--- src/rtl/jrb8_spi_pkg.sv ---
// Shared constants, state/operation types and frame helpers for the jrb8 SPI
// memory responder.
package jrb8_spi_pkg;

   localparam logic [7:0] SPI_CMD_READ  = 8'h03;
   localparam logic [7:0] SPI_CMD_WRITE = 8'h02;
   localparam int         ROM_RD_BITS   = 40;
   localparam int         RAM_BITS      = 32;
   localparam int         FRAME_W       = ROM_RD_BITS;

   typedef enum logic [1:0] {
      IDLE   = 2'd0,
      SHIFT  = 2'd1,
      FINISH = 2'd2
   } spi_state_e;

   typedef enum logic [1:0] {
      OP_NOP    = 2'd0,
      OP_ROM_RD = 2'd1,
      OP_RAM_RD = 2'd2,
      OP_RAM_WR = 2'd3
   } spi_op_e;

   // Write wins over RAM read, which wins over ROM fetch.
   function automatic spi_op_e decode_op(input logic rd_rom, input logic rd_ram,
                                         input logic wr_ram);
      if (wr_ram)      return OP_RAM_WR;
      else if (rd_ram) return OP_RAM_RD;
      else if (rd_rom) return OP_ROM_RD;
      else             return OP_NOP;
   endfunction

   // Frames are left-aligned so the first bit on the wire is always bit FRAME_W-1;
   // read-data slots are zero so mosi idles low while the byte comes back.
   function automatic logic [FRAME_W-1:0] build_frame(input spi_op_e op,
                                                      input logic [15:0] addr,
                                                      input logic [7:0] wdata);
      logic [FRAME_W-1:0] f;
      f = '0;
      case (op)
         OP_ROM_RD: f = {SPI_CMD_READ, 8'h00, addr, 8'h00};
         OP_RAM_RD: f = {SPI_CMD_READ, addr, 8'h00, 8'h00};
         OP_RAM_WR: f = {SPI_CMD_WRITE, addr, wdata, 8'h00};
         default:   f = '0;
      endcase
      return f;
   endfunction

   function automatic logic [5:0] frame_len(input spi_op_e op);
      return (op == OP_ROM_RD) ? 6'(ROM_RD_BITS) : 6'(RAM_BITS);
   endfunction

endpackage

--- src/rtl/spi_shifter.sv ---
// SPI mode-0 bit engine: prescaler, sclk phase, MSB-first transmit register,
// receive register and bit counter for one frame per load.
module spi_shifter
   import jrb8_spi_pkg::*;
#(
   parameter int CLK_DIV = 1
) (
   input  logic               clk,
   input  logic               rst,
   input  logic               load_i,
   input  logic [FRAME_W-1:0] frame_i,
   input  logic [5:0]         len_i,
   input  logic               miso_i,
   output logic               sclk_o,
   output logic               mosi_o,
   output logic               last_bit_o,
   output logic [7:0]         rx_byte_o
);

   localparam int             DW      = (CLK_DIV > 1) ? $clog2(CLK_DIV) : 1;
   localparam logic [DW-1:0]  DIV_MAX = DW'(CLK_DIV - 1);

   logic [DW-1:0]      div_q, div_d;
   logic               phase_q, phase_d;
   logic               active_q, active_d;
   logic [FRAME_W-1:0] tx_q, tx_d;
   logic [7:0]         rx_q, rx_d;
   logic [5:0]         bit_q, bit_d;
   logic               tick;

   assign tick = active_q && (div_q == DIV_MAX);

   always_comb begin
      div_d    = div_q;
      phase_d  = phase_q;
      active_d = active_q;
      tx_d     = tx_q;
      rx_d     = rx_q;
      bit_d    = bit_q;
      if (load_i) begin
         div_d    = '0;
         phase_d  = 1'b0;
         active_d = 1'b1;
         tx_d     = frame_i;
         bit_d    = len_i - 6'd1;
      end else if (active_q) begin
         if (tick) begin
            div_d = '0;
            if (!phase_q) begin
               // End of the low phase: sclk rises here and miso is captured.
               phase_d = 1'b1;
               rx_d    = {rx_q[6:0], miso_i};
            end else begin
               // End of the high phase: the next bit appears while sclk is low.
               phase_d = 1'b0;
               if (bit_q == 6'd0) begin
                  active_d = 1'b0;
               end else begin
                  bit_d = bit_q - 6'd1;
                  tx_d  = {tx_q[FRAME_W-2:0], 1'b0};
               end
            end
         end else begin
            div_d = div_q + 1'b1;
         end
      end
   end

   always_ff @(posedge clk) begin
      if (rst) begin
         div_q    <= '0;
         phase_q  <= 1'b0;
         active_q <= 1'b0;
         tx_q     <= '0;
         rx_q     <= '0;
         bit_q    <= '0;
      end else begin
         div_q    <= div_d;
         phase_q  <= phase_d;
         active_q <= active_d;
         tx_q     <= tx_d;
         rx_q     <= rx_d;
         bit_q    <= bit_d;
      end
   end

   assign sclk_o     = phase_q;
   assign mosi_o     = active_q & tx_q[FRAME_W-1];
   assign last_bit_o = tick && phase_q && (bit_q == 6'd0);
   assign rx_byte_o  = rx_q;

endmodule

--- src/rtl/spi_mem_ctrl.sv ---
// jrb8 SPI memory responder: accepts a byte transfer request from the control
// unit, runs the flash/SRAM frame and returns the read byte on rdata.
module spi_mem_ctrl
   import jrb8_spi_pkg::*;
#(
   parameter int CLK_DIV = 1
) (
   input  logic        clk,
   input  logic        rst,
   input  logic        spi_executing,
   output logic        spi_done,
   input  logic        rd_rom,
   input  logic        rd_ram,
   input  logic        wr_ram,
   input  logic [15:0] addr,
   input  logic [7:0]  wdata,
   output logic [7:0]  rdata,
   output logic        sclk,
   output logic        mosi,
   input  logic        miso,
   output logic        cs_rom_n,
   output logic        cs_ram_n,
   output spi_state_e  dbg_state_o
);

   spi_state_e state_q, state_d;
   spi_op_e    op_q, op_d;
   spi_op_e    req_op;
   logic [7:0] rdata_q, rdata_d;
   logic       load;
   logic       last_bit;
   logic [7:0] rx_byte;

   assign req_op = decode_op(rd_rom, rd_ram, wr_ram);
   assign load   = (state_q == IDLE) && spi_executing && (req_op != OP_NOP);

   spi_shifter #(.CLK_DIV(CLK_DIV)) u_shifter (
      .clk        (clk),
      .rst        (rst),
      .load_i     (load),
      .frame_i    (build_frame(req_op, addr, wdata)),
      .len_i      (frame_len(req_op)),
      .miso_i     (miso),
      .sclk_o     (sclk),
      .mosi_o     (mosi),
      .last_bit_o (last_bit),
      .rx_byte_o  (rx_byte)
   );

   always_comb begin
      state_d = state_q;
      op_d    = op_q;
      rdata_d = rdata_q;
      case (state_q)
         IDLE: begin
            if (spi_executing) begin
               op_d    = req_op;
               state_d = (req_op == OP_NOP) ? FINISH : SHIFT;
            end
         end
         SHIFT: begin
            if (last_bit) state_d = FINISH;
         end
         FINISH: begin
            state_d = IDLE;
            if (op_q == OP_ROM_RD || op_q == OP_RAM_RD) rdata_d = rx_byte;
         end
         default: state_d = IDLE;
      endcase
   end

   always_ff @(posedge clk) begin
      if (rst) begin
         state_q <= IDLE;
         op_q    <= OP_NOP;
         rdata_q <= 8'h00;
      end else begin
         state_q <= state_d;
         op_q    <= op_d;
         rdata_q <= rdata_d;
      end
   end

   // Decoded from registered state only, so spi_done cannot glitch mid-frame.
   assign spi_done    = (state_q == IDLE);
   assign cs_rom_n    = !((state_q == SHIFT) && (op_q == OP_ROM_RD));
   assign cs_ram_n    = !((state_q == SHIFT) && (op_q == OP_RAM_RD || op_q == OP_RAM_WR));
   assign rdata       = rdata_q;
   assign dbg_state_o = state_q;

endmodule

--- config.mk ---
export PLATFORM = sky130hd
export DESIGN_NAME = spi_mem_ctrl
export DESIGN_NICKNAME = d
export VERILOG_FILES = /design/src/rtl/jrb8_spi_pkg.sv /design/src/rtl/spi_shifter.sv /design/src/rtl/spi_mem_ctrl.sv
export SDC_FILE = /design/constraint.sdc
export NUM_CORES = 1
export LEC_CHECK = 0
export CELL_PAD_IN_SITES_DETAIL_PLACEMENT = 1
export CELL_PAD_IN_SITES_GLOBAL_PLACEMENT = 1
export CORE_ASPECT_RATIO = 0.9
export CORE_MARGIN = 2
export CORE_UTILIZATION = 36
export CTS_CLUSTER_DIAMETER = 30
export CTS_CLUSTER_SIZE = 10
export DETAILED_ROUTE_END_ITERATION = 12
export PLACE_DENSITY = 0.72
export SKIP_LAST_GASP = 1
export SYNTH_ARGS = -nofsm -noshare
export SYNTH_HDL_FRONTEND = slang
export SYNTH_SLANG_ARGS = --single-unit
--- constraint.sdc ---
create_clock -name clk -period 2 [get_ports clk]
set_clock_uncertainty 0.05 [all_clocks]
set_input_delay 0.3 -clock clk [delete_from_list [all_inputs] [get_ports clk]]
set_output_delay 0.3 -clock clk [all_outputs]
set_load 0.02 [all_outputs]
==> run metrics <==
final net count=438; Syn Area/Cell=between 8 and 9 sq um; Leak=about 1.5 nW; hold_ws=around 0.28 ns; CTS Buf Count=9; vias per cell=5.557; number of synthesized register bits=about 60; Synth area leader=dfxtp_1; top-area cell type share of the netlist area=0.4262; top cells by area, synth=dfxtp_1, nor3_1, mux2i_1; clock-pin slew on the worst setup and hold paths=about 0.070 ns; FF-to-FF setup slack=roughly 0.074 ns; total track usage=0.2033; DR vias=between 2k and 3k; hpwl dp=roughly 6 mm; post-synthesis sequential area ratio=0.4262; Core Area=~7600 sq um; drt pass-1 iters=4; Final setup viols=0; Syn Nets=between 300 and 400; PD cells=about 760 nW/um^2; Crit. Startpoint=u_shifter.bit_q[4]; Netlist cell types=42; Reg power frac=0.461; CP Max Fanout=15; RR Startpoint=u_shifter.bit_q[4]; Post-Route WL=about 8.4 mm; GRT overflow=0; Clk pwr share=0.340; die width=just under 100 um; YS warnings=0; Worst-Skew Late Latency=0.34 ns; Pins Over Slew Limit=0; hold_buf cts=0; max-cap viol count=0; Cells after DPL=485; Area after DPL=roughly 3600 sq um; Syn Inst Count=around 340; ant diodes=0; Slew HR=0.6821; CTS Root Cell=clkbuf_8; Setup Fix Bufs, Post-CTS=0; part of the power in combinational logic=0.199; Worst Setup Path Type=flop to flop; FF-to-FF End=u_shifter.tx_q[20]; status=complete, no violations; Slew @ Worst Pin=~0.47 ns; post-route setup slack=between 0.07 and 0.08 ns; RSZ-0062 raised after global routing=yes; gpl congestion=0.7632; post-detailed-route wirelength per cell=16.74 um; 1st-iter DRT viols=80; Int Pwr=around 0.0021 W; CP endpoint kind=flop; Core Util, Final=0.5057; clk buf depth=2; peak supply drop=between 0.4 and 0.5 mV; Layout area overhead=34.50%; post-place setup slack=-0.4269 ns; Net Sw Power=0.0008481 W; Period minus WS final=slightly below 2 ns; die height=around 89 um; Arr. time, crit path=~2.1 ns; largest net degree at the start of global routing=28; Worst setup SP type=flop; I/O Buffers=45; synthesized area=2865 sq um; DRC Markers=0; first-pass GRT wire length=between 10 and 15 mm; Clock Sinks=61; CP required=about 2.2 ns; num ports=between 40 and 50; r2r worst-path depth=5; layout cells sized above 1=0.1630; Switching Share=0.2881; Fin. Hold Viols=0; fmax=slightly above 500 MHz; die area=8690 sq um; Initial Util=0.3760; post-route cell area=~3900 sq um; Tcrit/Tclk final=0.9628; number of antenna-violating nets in the routed design=0; vias in the first global route=roughly 2.9k; crit path to=u_shifter.tx_q[20]; site row count=30; initial antenna violation count=0; Hold WC Path Type=input port to flop; Cell Count, Final, Fillers Out=about 500; CTS tree=done; CTS HTree Levels=3
==> registers in the layout, indices dropped and copies added (netlist names) <==
register             cells
u_shifter.active_q       1
u_shifter.bit_q          6
op_q                     2
u_shifter.div_q          1
rdata                    8
u_shifter.tx_q          32
dbg_state_o              2
u_shifter.sclk_o         1
u_shifter.rx_byte_o      8
==> metal layers <==
layer | track usage | part of all wire
met3 | 0.04502 | 0.038
met2 | 0.3443 | 0.48
met1 | 0.2658 | 0.48
met5 | 0 | 0
met4 | 0.05429 | 0.0075
==> layout by cell type, fill, tap and decap left out, types with 3 or more instances in the layout <==
master and count:
dfxtp_1 59, nor3_1 50, clkdlybuf4s50_1 42, nor2_1 39, buf_4 24, nand2_1 23, a21oi_1 21, nor4_1 20
mux2i_1 16, clkbuf_8 11, inv_1 9, a221oi_1 8, a22oi_1 8, ha_1 6, buf_12 6, o21ai_0 4
nor4_2 4, nor2_2 3, nor2b_1 3, a211oi_1 3, buf_6 3
==> through the flow <==
step	TNS (ns)	total power, W
3_5_place_dp	-9.955	0.001959
6_report	0	0.002944
3_3_place_gp	-5.867	0.001933
5_1_grt	-0.02144	0.003090
2_1_floorplan	0	0.001699
4_1_cts	0	0.002966
==> cells in the mapped netlist <==
master and count:
xnor2_1 2, nor4_1 20, nor2_2 1, and4b_1 1
o211ai_2 1, nand4_1 1, a21oi_1 22, o32a_1 1
nor3b_1 3, buf_1 1, o21ai_0 5, nand3_1 2
o311ai_0 1, a21boi_2 1, and2_1 2, nor2_1 42
clkbuf_1 15, a221oi_1 8, dfxtp_1 61, nand2b_1 2
nor4_2 4, mux2i_1 16, inv_1 9, a211oi_1 3
ha_1 7, nand2_1 23, or4_4 1, or3b_1 1
or3_1 2, a21o_1 1, a22oi_1 8, o2bb2ai_1 1
nor3_1 50, buf_6 2, and3b_1 1, o31ai_4 1
a211o_1 1, a31oi_1 1, nor2b_1 3, buf_2 9
a311oi_1 2, buf_4 1
==> power groups by stage <==
stage               clock network [W]  logic (W)  registers, W
finish                        0.00100   0.000586       0.00136
global route                  0.00108   0.000647       0.00136
CTS                           0.00103   0.000582       0.00135
detailed placement                  0   0.000578       0.00138
global placement                    0   0.000557       0.00138
floorplan                           0   0.000330       0.00137
==> worst min path at each step <==
| stage | startpoint | endpoint | slack (ns) | cells after the start |
|---|---|---|---|---|
| 6_report | rst | dbg_state_o[0] | 0.28 | 2 |
| 5_1_grt | rst | dbg_state_o[0] | 0.29 | 2 |
| 4_1_cts | rst | dbg_state_o[0] | 0.27 | 2 |
| 3_5_place_dp | u_shifter.tx_q[37] | u_shifter.tx_q[38] | 0.40 | 2 |
| 3_3_place_gp | u_shifter.tx_q[34] | u_shifter.tx_q[35] | 0.39 | 2 |
| 2_1_floorplan | u_shifter.tx_q[39] | u_shifter.tx_q[39] | 0.38 | 2 |
==> area by class of cell <==
class / count / area [sq um]
sequential: 61 / 1224
clock inverter: 3 / 20.02
timing repair buffer: 78 / 780.7
clock buffer: 13 / 158.9
inverter: 9 / 33.78
fill: 887 / 3766
tap: 96 / 120.1
multi-input combinational: 241 / 1516
==> critical path: stages, from the launching register on <==
cell,delay (ns)
dfxtp_1,0.34
or4_4,0.54
o31ai_4,0.32
buf_6,0.22
nor3_1,0.07
nor4_1,0.28
==> timing repair <==
action                                  4_1_cts  5_1_grt
gates resized for setup                       4        7
endpoints found under the setup margin       10       18
pin swaps                                     0        4
==> cells by family (layout without fill, tap and decap cells) <==
| kind of cell | count (synthesis) | in the layout | synth area share |
|---|---|---|---|
| AOI/OAI and AO/OA | 57 | 57 | 0.1397 |
| xor gates and xnor gates | 2 | 2 | 0.006115 |
| muxes | 16 | 16 | 0.05589 |
| adders and majority gates | 7 | 7 | 0.03057 |
| buffers and inverters | 37 | 103 | 0.05895 |
| DFF | 61 | 61 | 0.4262 |
| and+or+nand+nor | 159 | 159 | 0.2825 |
(Power assumes the default switching activity.)
